**config.mk**
```make
export PLATFORM = sky130hd
export DESIGN_NAME = reset_sequencer
export DESIGN_NICKNAME = d
export VERILOG_FILES = /design/src/rtl/reset_seq_pkg.sv /design/src/rtl/req_debounce.sv /design/src/rtl/reset_sequencer.sv
export SDC_FILE = /design/constraint.sdc
export NUM_CORES = 1
export LEC_CHECK = 0
export ABC_CLOCK_PERIOD_IN_PS = 1900
export BUFFER_PORTS_ARGS = -buffer_cell sky130_fd_sc_hd__buf_2
export CORE_MARGIN = 1.5
export CORE_UTILIZATION = 55
export DETAILED_ROUTE_END_ITERATION = 7
export PLACE_DENSITY = 0.86
export SYNTH_ARGS = -nofsm -noshare
export SYNTH_HDL_FRONTEND = slang
export SYNTH_SLANG_ARGS = --single-unit
```
**constraint.sdc**
```tcl
create_clock -name clock -period 1.9 [get_ports clock]
set_clock_uncertainty 0.1 [all_clocks]
set_input_delay 0 -clock clock [delete_from_list [all_inputs] [get_ports clock]]
set_output_delay 0 -clock clock [all_outputs]
set_load 0.01 [all_outputs]
```
**src/rtl/reset_seq_pkg.sv**
```systemverilog
// Shared types and limits for the staged reset sequencer.
package reset_seq_pkg;

  typedef enum logic [1:0] {HOLD, STAGE, RUN} state_t;

  localparam int MAX_CH = 16;

  // Counter width for a count range of n values, never below one bit.
  function automatic int cnt_w(input int n);
    return (n > 1) ? $clog2(n) : 1;
  endfunction

endpackage

```
**src/rtl/req_debounce.sv**
```systemverilog
// Two-flop synchroniser followed by a consecutive-high filter for the reset request.
module req_debounce import reset_seq_pkg::*; #(
  parameter int REQ_FILTER = 16
) (
  input  logic clock,
  input  logic reset,
  input  logic din,
  output logic dout
);

  localparam int FW = cnt_w(REQ_FILTER);

  if (REQ_FILTER < 1) begin : g_bad_filter
    $error("req_debounce: REQ_FILTER must be at least 1");
  end

  logic [1:0]    sync_pipe;
  logic [FW-1:0] cnt;

  // cnt saturates at REQ_FILTER-1; the next high sample then asserts dout.
  always_ff @(posedge clock) begin
    if (reset) begin
      sync_pipe <= '0;
      cnt       <= '0;
      dout      <= 1'b0;
    end else begin
      sync_pipe <= {sync_pipe[0], din};
      if (!sync_pipe[1]) begin
        cnt  <= '0;
        dout <= 1'b0;
      end else if (cnt == FW'(REQ_FILTER - 1)) begin
        dout <= 1'b1;
      end else begin
        cnt <= cnt + FW'(1);
      end
    end
  end

endmodule

```
**src/rtl/reset_sequencer.sv**
```systemverilog
// Holds all reset channels for HOLD_CYCLES, then releases them one by one
// every STAGE_CYCLES clocks; a filtered external request restarts the sequence.
module reset_sequencer import reset_seq_pkg::*; #(
  parameter int NUM_CH       = 4,
  parameter int HOLD_CYCLES  = 25000000,
  parameter int STAGE_CYCLES = 1000,
  parameter int REQ_FILTER   = 16
) (
  input  logic              clock,
  input  logic              reset,
  input  logic              req,
  output logic [NUM_CH-1:0] rst_out,
  output logic              busy,
  output logic              done
);

  localparam int HW = cnt_w(HOLD_CYCLES);
  localparam int SW = cnt_w(STAGE_CYCLES);
  localparam int CW = cnt_w(NUM_CH);
  localparam logic [NUM_CH-1:0] CH_ONE = NUM_CH'(1);

  if (NUM_CH < 1 || NUM_CH > MAX_CH) begin : g_bad_ch
    $error("reset_sequencer: NUM_CH must be in 1..16");
  end
  if (HOLD_CYCLES < 1) begin : g_bad_hold
    $error("reset_sequencer: HOLD_CYCLES must be at least 1");
  end
  if (STAGE_CYCLES < 1) begin : g_bad_stage
    $error("reset_sequencer: STAGE_CYCLES must be at least 1");
  end

  state_t        state;
  logic [HW-1:0] hold_cnt;
  logic [SW-1:0] stage_cnt;
  logic [CW-1:0] ch_idx;
  logic [CW-1:0] ch_nxt;
  logic          req_f;

  req_debounce #(.REQ_FILTER(REQ_FILTER)) u_req_debounce (
    .clock (clock),
    .reset (reset),
    .din   (req),
    .dout  (req_f)
  );

  assign ch_nxt = ch_idx + CW'(1);

  // busy is kept as its own flop, set and cleared on the same edges that
  // change rst_out, so it never sees an intermediate OR of changing bits.
  always_ff @(posedge clock) begin
    if (reset || req_f) begin
      state     <= HOLD;
      rst_out   <= '1;
      busy      <= 1'b1;
      done      <= 1'b0;
      hold_cnt  <= '0;
      stage_cnt <= '0;
      ch_idx    <= '0;
    end else begin
      done <= 1'b0;
      case (state)
        HOLD: begin
          if (hold_cnt != HW'(HOLD_CYCLES - 1)) begin
            hold_cnt <= hold_cnt + HW'(1);
          end else begin
            hold_cnt   <= '0;
            stage_cnt  <= '0;
            ch_idx     <= '0;
            rst_out[0] <= 1'b0;
            if (NUM_CH == 1) begin
              done  <= 1'b1;
              busy  <= 1'b0;
              state <= RUN;
            end else begin
              state <= STAGE;
            end
          end
        end
        STAGE: begin
          if (stage_cnt != SW'(STAGE_CYCLES - 1)) begin
            stage_cnt <= stage_cnt + SW'(1);
          end else begin
            stage_cnt <= '0;
            ch_idx    <= ch_nxt;
            rst_out   <= rst_out & ~(CH_ONE << ch_nxt);
            if (ch_nxt == CW'(NUM_CH - 1)) begin
              done  <= 1'b1;
              busy  <= 1'b0;
              state <= RUN;
            end
          end
        end
        RUN: ;
        default: begin
          state   <= HOLD;
          rst_out <= '1;
          busy    <= 1'b1;
        end
      endcase
    end
  end

endmodule

```
# Word level (Yosys, flattened, before mapping)
# Cells that the tools add are included.
# word_totals
reg_bits,52
latch_bits,0
ram_bits,0
mem_bits_ro,0
input_bits,3
out_inout_bits,6
memories,0
# op_classes
add_sub_neg,4
mul,0
div,0
n_lt_le_gt_ge,0
n_eq_ne,9
n_shift,1
n_mux,19
bitwise,6
reduce_logical,12
# ops
cell,n
$add A25 B1 Y25 const B,1
$mux W25,1
$ne A25 B25 Y1 const B,1
$mux W10,2
$pmux W10 S2,1
$add A10 B1 Y10 const B,1
$mux W2,5
$ne A10 B10 Y1 const B,1
$reduce_and A3 Y1,3
$ne A2 B2 Y1 const B,3
$pmux W2 S3,1
$pmux W3 S2,1
$add A4 B1 Y4 const B,1
$and A4 B4 Y4,1
$eq A2 B2 Y1 const B,2
$eq A4 B4 Y1 const B,1
$mux W1,4
$mux W4,1
$not A1 Y1,4
$not A4 Y4,1
$pmux W2 S2,1
$reduce_and A2 Y1,2
$reduce_and A4 Y1,1
$reduce_or A2 Y1,2
other kinds (9),9

# Depth between registers and ports, before layout
# Gate-level depths: netlist of run 1.
# depth
word_depth,6
mapped_depth,7

# By module
# Synthesis of run 1 repeated with hierarchy kept, for this count alone.
# hier_totals
hier_cells,300
hier_area_um2,2656.3
# by_module_without_submodules
module,instances,cells_per_inst,area_per_inst_um2,seq_area_each_um2
reset_sequencer,1,273,2371.0,900.9
req_debounce,1,27,285.3,140.1

# Worst setup path after synthesis of run 1
# OpenSTA, ideal clock, no wires.
# synth_path
path_type,reg-to-reg
startpoint,reg hold_cnt[8]
endpoint,reg hold_cnt[10]
setup_time_ps,115
t_arrival_ps,1710
slack_ps,-25
stages_incl_launch_ff,7
n_path_buf,1
synth_period_minus_slack_ps,1925
path_cell_list,dfxtp_1 -> or4_4 -> nor4_4 -> nand2_2 -> o21ai_4 -> buf_4 -> nor2_1
# synth_between
elab_chain_cells,2
# synth_rtl
item,line,rtl
start: declaration,reset_sequencer.sv:33,logic [HW-1:0] hold_cnt;
start signal: assignment,reset_sequencer.sv:64,hold_cnt <= hold_cnt + HW'(1);
$add A25 B1 Y25 or $ne A25 B25 Y1 (tied branches),"reset_sequencer.sv:64, reset_sequencer.sv:63",
$mux W25 *,reset_sequencer.sv:63,if (hold_cnt != HW'(HOLD_CYCLES - 1)) begin
# Every way passes the cells marked *; elsewhere a longest branch is shown, timed or not.
# A chain may end at the register's enable or synchronous reset.

# Final worst setup path of run 1
# layout_path
startpoint,reg hold_cnt[9]
endpoint,reg stage_cnt[5]
# layout_between
elab_chain_cells,3
# layout_rtl
item,line,rtl
$ne A25 B25 Y1,reset_sequencer.sv:63,
$ne A2 B2 Y1 (no line),--,
$reduce_and A2 Y1 (no line),--,
end signal: assignment,reset_sequencer.sv:81,stage_cnt <= stage_cnt + SW'(1);
end: declaration,reset_sequencer.sv:34,logic [SW-1:0] stage_cnt;
# Every way passes these cells.

==> results of run 1 <==
synthesized netlist by cell type, drive strengths merged (3+ instances only):
cell type	n
o31ai	4
or2	3
nand2b	3
buf	3
a31oi	3
nand4	16
nor2	47
nor4	6
a21oi	11
nor2b	4
nor3	13
nand2	18
o21ai	9
nand3	23
dfxtp	52
xor2	18
ha	7
inv	4
a21o	5
a211oi	4
xnor2	6
clkbuf	5
registers in the layout, indices dropped and copies added (netlist names):
register                  flops
ch_idx                        2
busy                          1
state                         2
u_req_debounce.sync_pipe      2
u_req_debounce.cnt            4
hold_cnt                     25
u_req_debounce.dout           1
rst_out                       4
done                          1
stage_cnt                    10
cells by family after synthesis:
kind of cell / count (synthesis) / synth area share (%)
AO/OA/AOI/OAI: 42 / 12.03
XOR/XNOR: 24 / 8.637
buffers and inverters: 12 / 2.159
AND/OR/NAND/NOR: 141 / 29.92
multiplexers: 2 / 0.8740
flip-flops: 52 / 42.78
adder cells (fa/ha/maj): 7 / 3.599
how the worst max path moves through the flow:
stage / endpoint / slack [ps] / cells past startpoint
global route: stage_cnt[5] / -140 / 6
finish: stage_cnt[5] / -80 / 6
detailed placement: state[0] / -40 / 5
global placement: state[0] / 2 / 5
CTS: hold_cnt[24] / -60 / 7
floorplan: hold_cnt[10] / 1 / 6
through the flow:
| step | power, mW | setup slack (ps) |
|---|---|---|
| floorplan | 1.296 | 1.197 |
| global placement | 1.355 | 2.403 |
| detailed placement | 1.361 | -44.37 |
| CTS | 2.110 | -56.74 |
| global route | 2.199 | -143.1 |
| finish | 2.128 | -75.66 |
repair_timing:
item	in CTS	in global routing
endpoints found under the hold margin	3	0
endpoints found under the setup margin	34	38
setup buffers	3	0
resized for setup	15	14
hold buffers	2	0
gates cloned	1	0
pin swaps	4	17
area by class of cell:
class                           count  area share [%]
Clock buffer                        6           2.462
Timing Repair Buffer               41           10.44
Tap cell                           52           2.207
Clock inverter                      2           1.188
Inverter                            4          0.5093
Multi-Input combinational cell    216           47.62
Sequential cell                    52           35.57
power groups by stage:
stage / clock network [mW] / registers (mW) / logic [mW]
2_1_floorplan: 0 / 1.16 / 0.131
3_3_place_gp: 0 / 1.17 / 0.190
3_5_place_dp: 0 / 1.17 / 0.195
4_1_cts: 0.750 / 1.14 / 0.219
5_1_grt: 0.801 / 1.15 / 0.249
6_report: 0.750 / 1.15 / 0.231
cell usage in the layout (no fill, tap or decap), types with 2 or more instances in the layout:
| cell type | instances |
|---|---|
| a21o_1 | 4 |
| o31ai_1 | 3 |
| a31oi_1 | 3 |
| a211oi_2 | 2 |
| nand2b_1 | 3 |
| dfxtp_2 | 6 |
| clkbuf_8 | 5 |
| xnor2_1 | 6 |
| buf_8 | 2 |
| nor4_4 | 2 |
| nand2_1 | 17 |
| dlygate4sd3_1 | 2 |
| or2_2 | 2 |
| nor2_1 | 45 |
| o21ai_0 | 3 |
| nor2_2 | 2 |
| a21oi_1 | 10 |
| nor4_1 | 4 |
| buf_4 | 29 |
| xor2_1 | 18 |
| nor3_2 | 4 |
| nand4_1 | 16 |
| nor3_1 | 9 |
| a211oi_1 | 2 |
| nor2b_1 | 4 |
| nand3_1 | 22 |
| dfxtp_1 | 46 |
| o21ai_1 | 5 |
| buf_2 | 8 |
| ha_1 | 7 |
| inv_1 | 4 |
layer usage:
metal / track usage, % / routed length [microns] / vias up
li1: - / - / 1078
met1: 31.02 / 2486 / 1101
met2: 42.41 / 2971 / 88
met3: 5.669 / 345 / 13
met4: 9.150 / 91 / 0
met5: 0 / 0 / -
==> metrics, run 1 <==
crit-path cells=or4_4, nor4_4, buf_4, a21o_4, a41oi_2, a211oi_2; clock sink count=52; port buffer count=8; fillers=307; combinational share of power=10.9%; top-area cell type share of the netlist area=between 40 and 50%; Crit path arrival time=about 2100 ps; Final #Nets=330; Via Count=2280; max-cap viol count=0; placed cells=approximately 360; Seq/Total Area, Yosys=between 40% and 50%; relative slew slack=about two thirds; CP startpoint=hold_cnt[9]; CTS tree=done; first-pass GRT wire length=9873 microns; final period utilization=104.0%; # rows=24; cell taking the most area after synthesis=dfxtp_1; Fmax=506.2 MHz; GPL Wtd Cong=about 0.87; cts bufs inserted=5; hold path cells=1; synth-to-layout area growth=21.13%; clk_lat worst skew=310 ps; Buf+Inv Stages, Crit Path=1; CP top delay family=simple AND/OR/NAND/NOR gates; total core area=4294 sq um; Slew Viols, Final=0; synth top area cells=dfxtp_1 (43%), nor2_1 (7.2%), xor2_1 (6.5%); DP Area=~2700 sq um; RSZ-0062 raised after global routing=yes; Synth Flop Type=dfxtp_1; Reg power frac=between 50% and 60%; Die Width=approximately 70 microns; hold wc startpoint=u_req_debounce.sync_pipe[0]; asr flop ratio synth=0%; Final Util=about two thirds; Clk pwr share=between 30% and 40%; type of the worst min-delay path=reg -> reg; drt pass-1 iters=5; Yosys cell types=46; P_sw=between 0.5 and 0.6 mW; worst reg2reg path depth=6; largest net degree at the start of global routing=16; Post-Route WL=slightly below 6000 microns; layout cell share with drive strength beyond 1=a little under a quarter; # diodes=0; Endpoint, Worst Hold=u_req_debounce.sync_pipe[1]; Die H=~70 microns; drt wl/cell=between 15 and 20 microns; Longest Clk Path Bufs=2; Final Hold Viols=0; Global Route Usage Sum=about a quarter; sequential cell area=1049 sq um; final setup vio count=20; antenna violations before repair=0; antenna viol nets, final=0; vias per std cell=around 6.1; Mapped Nets=slightly below 300; flop2flop setup slack=-80 ps; vias in the first global route=around 2200; initial core utilization=between 50% and 60%; Internal=around 1.6 mW; drt drc=0; Non-Filler Instances=373; worst setup path class=reg -> reg; Multi-input gate area=about 1400 sq um; Avg Cell Area, Syn=around 8.7 sq um; Total Neg Setup Slack=-226.2 ps; Setup crit start kind=register; Required @ worst endpoint=just over 2000 ps; crit end category=register; initial DRC count=~230; Clock transition at path regs=about 100 ps; Finished Cell Area=around 2900 sq um; Worst Max-Slew Pin Slew=499.1 ps; CP max FO=4; CP max stage cell=or4_4; min Tclk post-route=1976 ps; failing checks=negative setup slack; Yosys warning total=0; Cells after Synth=between 200 and 300; Final WS setup=-75.66 ps; EDFF count, synth=0; I/O pins=9; area of the die=between 4000 and 5000 sq um; power density cells=~720 nW/um^2; status=finished with violations; Sw Share=24.77%; number of register bits inferred by synthesis=52; Reg-to-Reg End=stage_cnt[5]; VDD IR max=0.5012 mV; DP HPWL=3690 microns; CTS Root Cell=clkbuf_8; P_leak=about 1.0 nW; Post-Synthesis Cell Area=2434 sq um; Fin Hold WS=approximately 340 ps; H-tree depth=2; RR Startpoint=hold_cnt[9]; Worst path max stage delay=around 540 ps; grt ovf=0
Power figures use the tool's default switching activity.
==> inputs of run 2 (changes only) <==
REMOVE_ABC_BUFFERS = 1   (was unset)
==> run 2 against run 1 <==
Against the previous run:
- the flow still finishes with violations (negative setup slack)
- clock power rose by 3.3%
- highest routed layer unchanged
- worst setup slack improved by 3.5 ps
- non-clock buffer count fell by 4
- global-route usage rose by 2.4 points
- combinational power barely moved
- via count fell by 2.8%
==> metrics, run 2 (same netlist as run 1, synthesis figures left out) <==
WL met3=276 microns (-20%); initial DRC count=259 (+15%); I/O pins=9 (unchanged); clk_lat worst skew=320 ps (about the same); drt pass-1 iters=4 (-1); layout cell share with drive strength beyond 1=24.61% (+0.93 points); RSZ-0062 raised after global routing=yes; drt wl/cell=16.83 microns (+6.5%); largest registers=hold_cnt x25, stage_cnt x10; total core area=4294 sq um (unchanged); Reg with most FFs=hold_cnt; drt drc=0 (unchanged); initial core utilization=56.67% (unchanged); # diodes=0 (unchanged); Die H=69.52 microns (unchanged); most frequent cells in the layout=dfxtp_1 (47), nor2_1 (43), buf_4 (25); grt ovf=0 (unchanged); max-cap viol count=0 (unchanged); first-pass GRT wire length=10710 microns (+8.5%); wl on met1=2595 microns (+4.4%); GPL Wtd Cong=0.8749 (+0.19%); total chip power=2.161 mW (+1.6%); clock sink count=52 (unchanged); Clock transition at path regs=100 ps (about the same); status=finished with violations; Fmax=507.1 MHz (+0.18%); P_leak=1.021 nW (-1.9%); port buffer count=8 (unchanged); fillers=308 (+0.33%); final setup vio count=27 (+35%); Post-Route WL=6212 microns (+5.4%); Final #Nets=326 (-1.2%); cts bufs inserted=5 (unchanged); final period utilization=103.8% (-0.19 points); CTS tree=done; Finished Cell Area=2957 sq um (+0.30%); max reg flops=25 (unchanged); min Tclk post-route=1972 ps (-3.529 ps); VDD IR max=0.5319 mV (+6.1%); Total Neg Setup Slack=-1598 ps (-1371 ps); DP Area=2686 sq um (-1.6%); failing checks=negative setup slack; # rows=24 (unchanged); DP HPWL=3723 microns (+0.90%); synth-to-layout area growth=21.49%; power density cells=730.9 nW/um^2 (+1.3%); area of the die=4833 sq um (unchanged); Crit path arrival time=2080 ps (-20 ps); vias per std cell=6.005 (-1.8%); DR top layer=met4; type of the worst min-delay path=in -> reg; Final Hold Viols=0 (unchanged); CTS Root Cell=clkbuf_8; Fin Hold WS=324.5 ps (-16.97 ps); crit end category=register; Required @ worst endpoint=2000 ps (-20 ps); commonest non-fill, non-tap cell in the layout=dfxtp_1; antenna viol nets, final=0 (unchanged); vias in the first global route=2288 (+4.9%); worst setup path class=reg -> reg; antenna violations before repair=0 (unchanged); met2 WL=3158 microns (+6.3%); H-tree depth=2 (unchanged); relative slew slack=65.69% (-0.97 points); Final Util=68.85% (+0.20 points); Worst Max-Slew Pin Slew=509.9 ps (+10.83 ps); Longest Clk Path Bufs=2 (unchanged); Slew Viols, Final=0 (unchanged); largest net degree at the start of global routing=17 (+1); Die Width=69.52 microns (unchanged); CP max FO=12 (+8); Setup crit start kind=register; Global Route Usage Sum=27.36% (+2.4 points); Final WS setup=-72.14 ps (+3.529 ps); Via Count=2216 (-2.8%)
==> run 2: final cells by class <==
class                           count  area (sq um)  area share, %
Timing Repair Buffer               37         277.8          9.395
Clock buffer                        5         68.82          2.328
Multi-Input combinational cell    216          1440          48.71
Inverter                            4         15.01         0.5078
Clock inverter                      3         42.54          1.439
Tap cell                           52         65.06          2.201
Sequential cell                    52          1047          35.42
==> run 2: through the flow <==
| stage | std cells | worst slack, ps |
|---|---|---|
| 2_1_floorplan | 272 | -107.5 |
| 3_3_place_gp | 355 | -42.72 |
| 3_5_place_dp | 355 | -101.0 |
| 4_1_cts | 371 | -112.4 |
| 5_1_grt | 369 | -136.6 |
| 6_report | 369 | -72.14 |
==> run 2: power breakdown <==
part	switching, mW	total (mW)	leakage (nW)	internal (mW)
combinational	0.140	0.232	0.544	0.0924
clock	0.385	0.775	0.0541	0.390
sequential	0.0351	1.15	0.422	1.12
total	0.560	2.16	1.02	1.60
==> run 2: layer usage <==
| layer | up-vias | GRT usage, % |
|---|---|---|
| met5 | - | 0 |
| met4 | 0 | 13.29 |
| met3 | 27 | 5.087 |
| met2 | 74 | 47.33 |
| met1 | 1049 | 32.50 |
| li1 | 1066 | - |
==> run 2: path summary, 6_finish.rpt <==
check,from,end,slack (ps),cells past startpoint
min reg2reg,rst_out[1],rst_out[1],360,1
max reg2reg,hold_cnt[8],hold_cnt[16],-70,6
max,hold_cnt[8],hold_cnt[16],-70,6
min,reset,u_req_debounce.sync_pipe[1],320,3
==> run 2: what timing repair did <==
| action | 4_1_cts | 5_1_grt |
|---|---|---|
| hold endpoints to repair | 2 | 0 |
| gates cloned | 1 | 0 |
| pin swaps | 12 | 9 |
| setup endpoints to repair | 37 | 39 |
| hold buffers | 2 | 0 |
| resized for setup | 21 | 15 |
| buffers inserted | 5 | 0 |
==> run 2: worst max-delay path: stages, from the launching register on <==
cell     delay (ps)
dfxtp_2         330
or4_4           540
nor4_4          290
nand2_2         150
o21ai_4         210
buf_8           180
nor2_1           60
